[config.mk]
export PLATFORM = sky130hd
export DESIGN_NAME = gain_cfg_writer
export DESIGN_NICKNAME = d
export VERILOG_FILES = /design/src/rtl/gain_pkg.sv /design/src/rtl/gain_cfg_parser.sv /design/src/rtl/gain_cfg_writer.sv
export SDC_FILE = /design/constraint.sdc
export NUM_CORES = 1
export LEC_CHECK = 0
export ABC_AREA = 1
export CAP_MARGIN = 20
export CORE_ASPECT_RATIO = 1.2
export CORE_MARGIN = 1.5
export CORE_UTILIZATION = 44
export CTS_CLUSTER_SIZE = 10
export DETAILED_ROUTE_END_ITERATION = 8
export GPL_TIMING_DRIVEN = 0
export PLACE_DENSITY_LB_ADDON = 0.2
export SYNTH_ARGS = -nofsm -noshare
export SYNTH_HDL_FRONTEND = slang
export SYNTH_SLANG_ARGS = --single-unit
[constraint.sdc]
create_clock -name clk -period 11.7 [get_ports clk]
set_clock_uncertainty 0.05 [all_clocks]
set_input_delay 1.17 -clock clk [delete_from_list [all_inputs] [get_ports clk]]
set_output_delay 1.17 -clock clk [all_outputs]
set_load 0.02 [all_outputs]
[src/rtl/gain_pkg.sv]
// Shared definitions for the gain configuration path: stream constants, the parser
// state encoding and the gain word type also used by the gain multiplier.
package gain_pkg;

  localparam int unsigned NUM_CH = 8;
  localparam int unsigned GAIN_W = 24;
  localparam logic [7:0]  HDR    = 8'hA5;

  typedef enum logic [2:0] {
    StIdle,
    StChan,
    StD2,
    StD1,
    StD0,
    StStore
  } parser_state_e;

  typedef logic [23:0] gain_word_t;

endpackage

[src/rtl/gain_cfg_parser.sv]
// Byte-stream parser for gain packets: HDR, channel, gain MSB..LSB.
// Emits a one-cycle store strobe carrying the channel and assembled gain word.
module gain_cfg_parser
  import gain_pkg::*;
#(
  parameter logic [7:0] HDR = gain_pkg::HDR
) (
  input  logic       clk,
  input  logic       reset,
  input  logic [7:0] byte_in,
  input  logic       byte_valid,
  output logic       byte_ready,
  output logic       err_pulse,
  output logic       store_valid,
  output logic [2:0] store_ch,
  output gain_word_t store_word
);

  parser_state_e state_q, state_d;
  logic [2:0]    ch_q, ch_d;
  gain_word_t    word_q, word_d;
  logic          ready_q;
  logic          err_q, err_d;
  logic          accept;

  assign accept = byte_valid && ready_q;

  always_comb begin
    state_d = state_q;
    ch_d    = ch_q;
    word_d  = word_q;
    err_d   = 1'b0;
    unique case (state_q)
      StIdle: begin
        if (accept) begin
          if (byte_in == HDR) state_d = StChan;
          else                err_d   = 1'b1;
        end
      end
      StChan: begin
        if (accept) begin
          if (byte_in[7:3] != 5'd0) begin
            err_d   = 1'b1;
            state_d = StIdle;
          end else begin
            ch_d    = byte_in[2:0];
            state_d = StD2;
          end
        end
      end
      // Data bytes are taken verbatim, a header value here is just gain data.
      StD2, StD1, StD0: begin
        if (accept) begin
          word_d = {word_q[15:0], byte_in};
          unique case (state_q)
            StD2:    state_d = StD1;
            StD1:    state_d = StD0;
            default: state_d = StStore;
          endcase
        end
      end
      StStore: state_d = StIdle;
      default: state_d = StIdle;
    endcase
  end

  // Ready is registered off the next state so it drops exactly for the store cycle.
  always_ff @(posedge clk or posedge reset) begin
    if (reset) begin
      state_q <= StIdle;
      ch_q    <= '0;
      word_q  <= '0;
      ready_q <= 1'b0;
      err_q   <= 1'b0;
    end else begin
      state_q <= state_d;
      ch_q    <= ch_d;
      word_q  <= word_d;
      ready_q <= (state_d != StStore);
      err_q   <= err_d;
    end
  end

  assign byte_ready  = ready_q;
  assign err_pulse   = err_q;
  assign store_valid = (state_q == StStore);
  assign store_ch    = ch_q;
  assign store_word  = word_q;

endmodule

[src/rtl/gain_cfg_writer.sv]
// Gain configuration writer: parses packets into per-channel shadow registers and
// flushes dirty channels to config memory, lowest index first, after each data_request.
module gain_cfg_writer
  import gain_pkg::*;
#(
  parameter int unsigned NUM_CH = gain_pkg::NUM_CH,
  parameter int unsigned GAIN_W = gain_pkg::GAIN_W,
  parameter logic [7:0]  HDR    = gain_pkg::HDR
) (
  input  logic              clk,
  input  logic              reset,
  input  logic [7:0]        byte_in,
  input  logic              byte_valid,
  output logic              byte_ready,
  input  logic              data_request,
  output logic [2:0]        config_addr,
  output logic [GAIN_W-1:0] config_data,
  output logic              config_wren,
  output logic              err_pulse,
  output logic              pending
);

  localparam int unsigned PtrW = $clog2(NUM_CH) + 1;

  logic              store_valid;
  logic [2:0]        store_ch;
  gain_word_t        store_word;

  logic [GAIN_W-1:0] shadow_q [NUM_CH];
  logic [NUM_CH-1:0] dirty_q, dirty_d;
  logic              pass_q, pass_d;
  logic [PtrW-1:0]   ptr_q, ptr_d;
  logic              pending_q;
  logic              found;
  logic [2:0]        sel;
  logic              wren;

  gain_cfg_parser #(
    .HDR (HDR)
  ) u_parser (
    .clk         (clk),
    .reset       (reset),
    .byte_in     (byte_in),
    .byte_valid  (byte_valid),
    .byte_ready  (byte_ready),
    .err_pulse   (err_pulse),
    .store_valid (store_valid),
    .store_ch    (store_ch),
    .store_word  (store_word)
  );

  // Lowest dirty channel at or above the scan pointer; indices already passed
  // wait for the next frame.
  always_comb begin
    found = 1'b0;
    sel   = '0;
    for (int i = NUM_CH - 1; i >= 0; i--) begin
      if (dirty_q[i] && (PtrW'(i) >= ptr_q)) begin
        found = 1'b1;
        sel   = 3'(i);
      end
    end
  end

  assign wren = pass_q && found;

  always_comb begin
    dirty_d = dirty_q;
    pass_d  = pass_q;
    ptr_d   = ptr_q;
    if (wren) begin
      dirty_d[sel] = 1'b0;
      ptr_d        = PtrW'(sel) + PtrW'(1);
    end else if (pass_q) begin
      pass_d = 1'b0;
    end
    // A store colliding with the flush of the same channel keeps it dirty.
    if (store_valid) dirty_d[store_ch] = 1'b1;
    if (data_request) begin
      pass_d = 1'b1;
      ptr_d  = '0;
    end
  end

  always_ff @(posedge clk or posedge reset) begin
    if (reset) begin
      dirty_q   <= '0;
      pass_q    <= 1'b0;
      ptr_q     <= '0;
      pending_q <= 1'b0;
      for (int i = 0; i < NUM_CH; i++) shadow_q[i] <= '0;
    end else begin
      dirty_q   <= dirty_d;
      pass_q    <= pass_d;
      ptr_q     <= ptr_d;
      pending_q <= |dirty_d;
      if (store_valid) shadow_q[store_ch] <= store_word;
    end
  end

  assign config_wren = wren;
  assign config_addr = wren ? sel : '0;
  assign config_data = wren ? shadow_q[sel] : '0;
  assign pending     = pending_q;

endmodule

# After elaboration in Yosys (flattened, before gate mapping)
# Cells that the tools add are included.
# Widths: inputs -> output; s select.
[totals]
ff_bits = 238
latch_bits = 0
ram_bits = 0
rom_bits = 0
input_bits = 12
out_inout_bits = 31
elab_cells = 113
memories = 0
[op_classes]
addsub = 1
n_mul = 0
div_mod_pow = 0
n_lt_le_gt_ge = 15
n_eq_ne = 8
shift = 0
mux = 46
bitwise_logic = 6
n_reduce_logical = 20
[op_table]
columns = ["cell", "n"]
rows = [
  ["$bwmux 192", 1],
  ["$mux 24", 4],
  ["$bmux 24 s3", 1],
  ["$demux 24 s3", 1],
  ["$mux 3", 13],
  ["$ge 3x4->1 const A", 4],
  ["$mux 1", 16],
  ["$mux 8", 2],
  ["$logic_and 1x1->1", 13],
  ["$pmux 3 s3", 1],
  ["$and 8x8->8", 1],
  ["$eq 8x8->1 const B", 1],
  ["$ge 1x4->1 const A", 2],
  ["$ge 2x4->1 const A", 2],
  ["$ge 4x4->1 const B", 2],
  ["$lt 3x4->1 const B", 2],
  ["$mux 4", 2],
  ["$not 3->4", 2],
  ["$not 8->8", 1],
  ["$or 8x8->8", 1],
  ["$reduce_or 8->1", 1],
  ["$demux 1 s3", 2],
  ["$eq 3x2->1 const B", 2],
  ["$eq 3x3->1 const B", 2],
  ["16 further kinds", 17],
]

# Logic depth before layout (Yosys ltp)
[depth]
depth_word = 20
depth_mapped = 18
ltp_nobuf = 17

# By module
# From an unflattened synthesis, not the netlist that was laid out.
[hier_totals]
hier_cells = 1259
area_unflattened_um2 = 10642.7
[by_module_without_submodules]
columns = ["module", "n_inst", "cells_per_inst", "area_each_um2", "seq_area_each_um2"]
rows = [
  ["gain_cfg_writer", 1, 1099, 9251.4, 5154.9],
  ["gain_cfg_parser", 1, 160, 1391.3, 800.8],
]

# Worst setup path after synthesis
# No wires, ideal clock.
[synth_timing]
path_type = "register to output"
startpoint = "reg ptr_q[3]"
endpoint = "out config_data[12]"
arrival_ps = 1849
required_ps = 10480
setup_slack_ps = 8631
stages_incl_launch_ff = 10
n_path_buf = 2
path_cell_list = "dfrtp_1 > nor2_4 > nand3_1 > nand2_2 > nor2_4 > a21oi_4 > buf_6 > buf_2 > nand4_1 > nor2_1"
[synth_between]
word_cells_on_any_way = 38
cone_classes = "order compare: 8; mux: 20; bitwise: 1; reduce/logical: 9"
[synth_lines]
columns = ["item", "line", "source"]
rows = [
  ["from (decl)", "gain_cfg_writer.sv:32", "logic [PtrW-1:0] ptr_q, ptr_d;"],
  ["from (signal assigned)", "gain_cfg_writer.sv:95", "ptr_q <= ptr_d;"],
  ["$ge 3x4->1", "gain_cfg_writer.sv:58", "if (dirty_q[i] && (PtrW'(i) >= ptr_q)) begin"],
  ["$logic_and 1x1->1", "gain_cfg_writer.sv:58", ""],
  ["$mux 1 (7 in series)", "gain_cfg_writer.sv:58", ""],
  ["$mux 1 *", "gain_cfg_writer.sv:58", ""],
  ["$logic_and 1x1->1 *", "gain_cfg_writer.sv:65", "assign wren = pass_q && found;"],
  ["via config_wren", "gain_cfg_writer.sv:18", "output logic config_wren,"],
  ["$mux 24 *", "gain_cfg_writer.sv:103", "assign config_data = wren ? shadow_q[sel] : '0;"],
  ["to (decl)", "gain_cfg_writer.sv:17", "output logic [GAIN_W-1:0] config_data,"],
]
# The timed path passes the listed nets; every way through them passes the cells marked *. The select of a mux whose other input is x is not followed.

# Worst setup path after layout
[layout_timing]
startpoint = "reg ptr_q[3]"
endpoint = "out config_data[5]"
[layout_between]
elab_chain_len = 15
word_cells_on_any_way = 38
cone_classes = "order compare: 8; mux: 20; bitwise: 1; reduce/logical: 9"
[layout_lines]
columns = ["item", "line"]
rows = [
  ["$ge 3x4->1", "gain_cfg_writer.sv:58"],
  ["$logic_and 1x1->1", "gain_cfg_writer.sv:58"],
  ["$mux 3 (8 in series)", "gain_cfg_writer.sv:58"],
  ["$not 3->4 (implied by the code)", "gain_cfg_writer.sv:103"],
  ["$bmux 24 s3", "gain_cfg_writer.sv:103"],
  ["$mux 24 (implied by the code) (2 in series)", "gain_cfg_writer.sv:103"],
  ["$mux 24 *", "gain_cfg_writer.sv:103"],
]
# Every way passes the cells marked *; elsewhere a longest branch is shown, timed or not. The select of a mux whose other input is x is not followed.

==> impl_metrics.yaml <==
cts:
  cts_tree: "built"
  cts_buffer_depth: 3
  cts.clk_slew.worst_paths_ns: 0.06
  hold_buffers: 0
  clock_sinks: 238
  clk_latency_ns: 0.53
  cts-resized-gates: 0
  htree_levels: 1
  cts_setup_buffers: 0
  cts-buffers-inserted: 27
  clock-root-buffer: "clkbuf_16"
sta:
  hold_viol: 0
  finalSetupViolations: 0
  timing.final.crit_share: 0.387
  layout_min_cycle_time_ns: 4.53
  setup_tns_ns: 0
  holdWs_ns: 0.431
  maxSlewViolCount: 0
  worst_pin_slew_ns: 0.754
  rsz0062_at_grt: "false"
  fin_ws_ns: 7.17
  fmax_mhz: 221
  max-slew-margin-rel: 0.497
route:
  first_iter_violations: 680
  viasPerCell: 5.41
  vias: 8736
  wirelength_mm: 29.7
  postRouteAntennaNets: 0
  drtPass1Iterations: 6
  drc_errors: 0
  wire_per_inst_um: 18.4
synthesis:
  synth_edf_count: 0
  ys_ff_latch: 238
  syn-num-nets: 1240
  yosys_warnings: 0
  synth_area_um2: 10400
  synthArstFlopShare: 1.00
  synth_cell_type_count: 33
  netlist_instances: 1227
  ys.flop_type: "dfrtp_1"
  ys_seq_area_frac: 0.571
  post_synth.cell_area_avg_um2: 8.50
worst_setup_path:
  worstPathMaxFanout: 10
  crit_arrival_ns: 3.31
  worstSetupStartpoint: "ptr_q[3]$_DFFE_PP0P_"
  r2r-end: "shadow_q[175]$_DFFE_PP0P_"
  cp_slowest_stage_delay_ns: 0.62
  critPathSlowestCell: "clkdlybuf4s50_1"
  reg2regPathDepth: 9
  cp-start-kind: "flip-flop"
  path_cells: "nor2_4 > nand3_4 > nand2_2 > inv_2 > nand2_1 > a21oi_2 > inv_2 > buf_4 > buf_2 > o22ai_1 > nand2_1 > nand4_1 > nor2_1 > clkdlybuf4s50_1"
  timing.rr.start: "u_parser.state_q[2]$_DFF_PP0_"
  criticalPathCategory: "flip-flop to output pin"
  end_kind: "output pin"
  r2r_slack_ns: 9.18
  required_ns: 10.48
floorplan:
  dieWidth_um: 144
  num_rows: 61
  die_area_um2: 24700
  io_pins: 43
  die_h_um: 172
  core_um2: 23200
  start_util: 0.450
min_path:
  min_path_type: "flip-flop to flip-flop"
  hold_depth: 2
  worstHoldEndpoint: "u_parser.store_word[4]$_DFFE_PP0P_"
  worstHoldStart: "u_parser.store_word[4]$_DFFE_PP0P_"
global_route:
  track_usage: 0.254
  grt_max_degree: 88
  grt-ovfl-total: 0
  grt_pass1_wl_mm: 47.9
  grt_pass1_vias: 8651
  antenna_found_initial: 0
job:
  maxCapViolations: 0
power:
  netSwitchingFraction: 0.215
  ir_drop_uv: 98.5
  p_int_mw: 1.24
  p_per_area_nw_per_um2: 132
  power_frac_comb: 0.020
  p_switching_mw: 0.340
  power_frac_seq: 0.524
  leakage_nw: 5.29
  power_frac_clock: 0.457
final_layout:
  mostFrequentLayoutCells: "377 x nand2_1, 238 x dfrtp_1, 197 x o21ai_0"
  syn_to_final_growth_pct: 15.0
  n_antenna_cell: 0
  nFillCells: 2273
  finalNonFillerCells: 1616
  seq_area_um2: 5960
  multiInputGateArea_um2: 3850
  nets: 1313
  drive_gt1_frac: 0.0746
  final_common_cell: "nand2_1"
outcome:
  status: "finished, final reports clean"
placement:
  pre_cts_slack_ns: 7.73
  routabilityCongestion: 0.865
  place.port_buffers: 42
  hpwl_mm: 21.0
  numPlacedInstances: 1586
Yosys cell counts (3+ instances only):
cell,count,area share
nand4_1,27,0.016
nor3_1,4,0.0019
nand2_2,5,0.0030
inv_1,62,0.022
clkbuf_1,33,0.012
inv_2,6,0.0022
o21ai_0,197,0.094
buf_2,36,0.017
nor2_1,72,0.026
nand2_1,377,0.14
dfrtp_1,238,0.57
nor2_4,3,0.0032
a21oi_1,54,0.026
nand3_1,37,0.018
o22ai_1,48,0.029
buf_4,5,0.0036
per-layer routing:
layer  GRT usage  wire (um)  vias up
met5           0          0        -
met4      0.0874        925        0
met3      0.0340       1580       46
met2       0.430      14600      242
met1       0.335      12700     4256
li1            -          -     4192
per-stage QoR:
stage                     instance area, um^2  power (mW)  utilization
after floorplan                         10400       0.859            -
after global placement                  11200       0.872        0.485
after detailed placement                11300       0.874        0.487
after CTS                               12000        1.59        0.517
after global routing                    12000        1.63        0.517
final                                   12000        1.58        0.517
critical path: cells and delay by family (launching register included):
family	cells	cell delay (ns)
compound gates	2	0.17
flops	1	0.45
buf+inv	5	1.20
simple gates	7	0.93
how the worst max path moves through the flow:
stage | endpoint | slack (ns) | cells after the start
floorplan | dirty_q[0]$_DFF_PP0_ | 3.95 | 1
global placement | ptr_q[2]$_DFFE_PP0P_ | 0.77 | 2
detailed placement | config_data[5] | 7.73 | 11
CTS | config_data[5] | 7.14 | 11
global route | config_data[10] | 7.04 | 11
finish | config_data[5] | 7.17 | 14
kinds of logic after synthesis:
group	after synthesis	share of synthesized area
flip-flops	238	0.571
AND/OR/NAND/NOR	534	0.211
AO/OA/AOI/OAI	307	0.156
buffers and inverters	146	0.0603
adder cells (fa/ha/maj)	1	0.00120
XOR/XNOR	1	0.000840
power groups by stage:
stage / registers, mW / logic [mW] / clock network, mW
global route: 0.826 / 0.0366 / 0.763
CTS: 0.826 / 0.0331 / 0.732
finish: 0.826 / 0.0314 / 0.721
detailed placement: 0.841 / 0.0330 / 0
floorplan: 0.841 / 0.0173 / 0
global placement: 0.841 / 0.0301 / 0
flip-flops by register name (all words and copies together) (netlist names):
| register | count |
|---|---|
| ptr_q | 4 |
| u_parser.store_ch | 3 |
| u_parser.byte_ready | 1 |
| u_parser.err_pulse | 1 |
| dirty_q | 8 |
| u_parser.store_word | 24 |
| shadow_q | 192 |
| pass_q | 1 |
| pending | 1 |
| u_parser.state_q | 3 |
layout make-up:
| type | instances | area share |
|---|---|---|
| flip-flops and latches | 238 | 0.496 |
| multi-input cells | 843 | 0.321 |
| clock buffers | 29 | 0.0569 |
| repair buffers | 44 | 0.0396 |
| well taps | 315 | 0.0328 |
| plain buffers | 77 | 0.0306 |
| inverters | 69 | 0.0224 |
| clock inverters | 1 | 0.000730 |
Power figures use the tool's default switching activity.
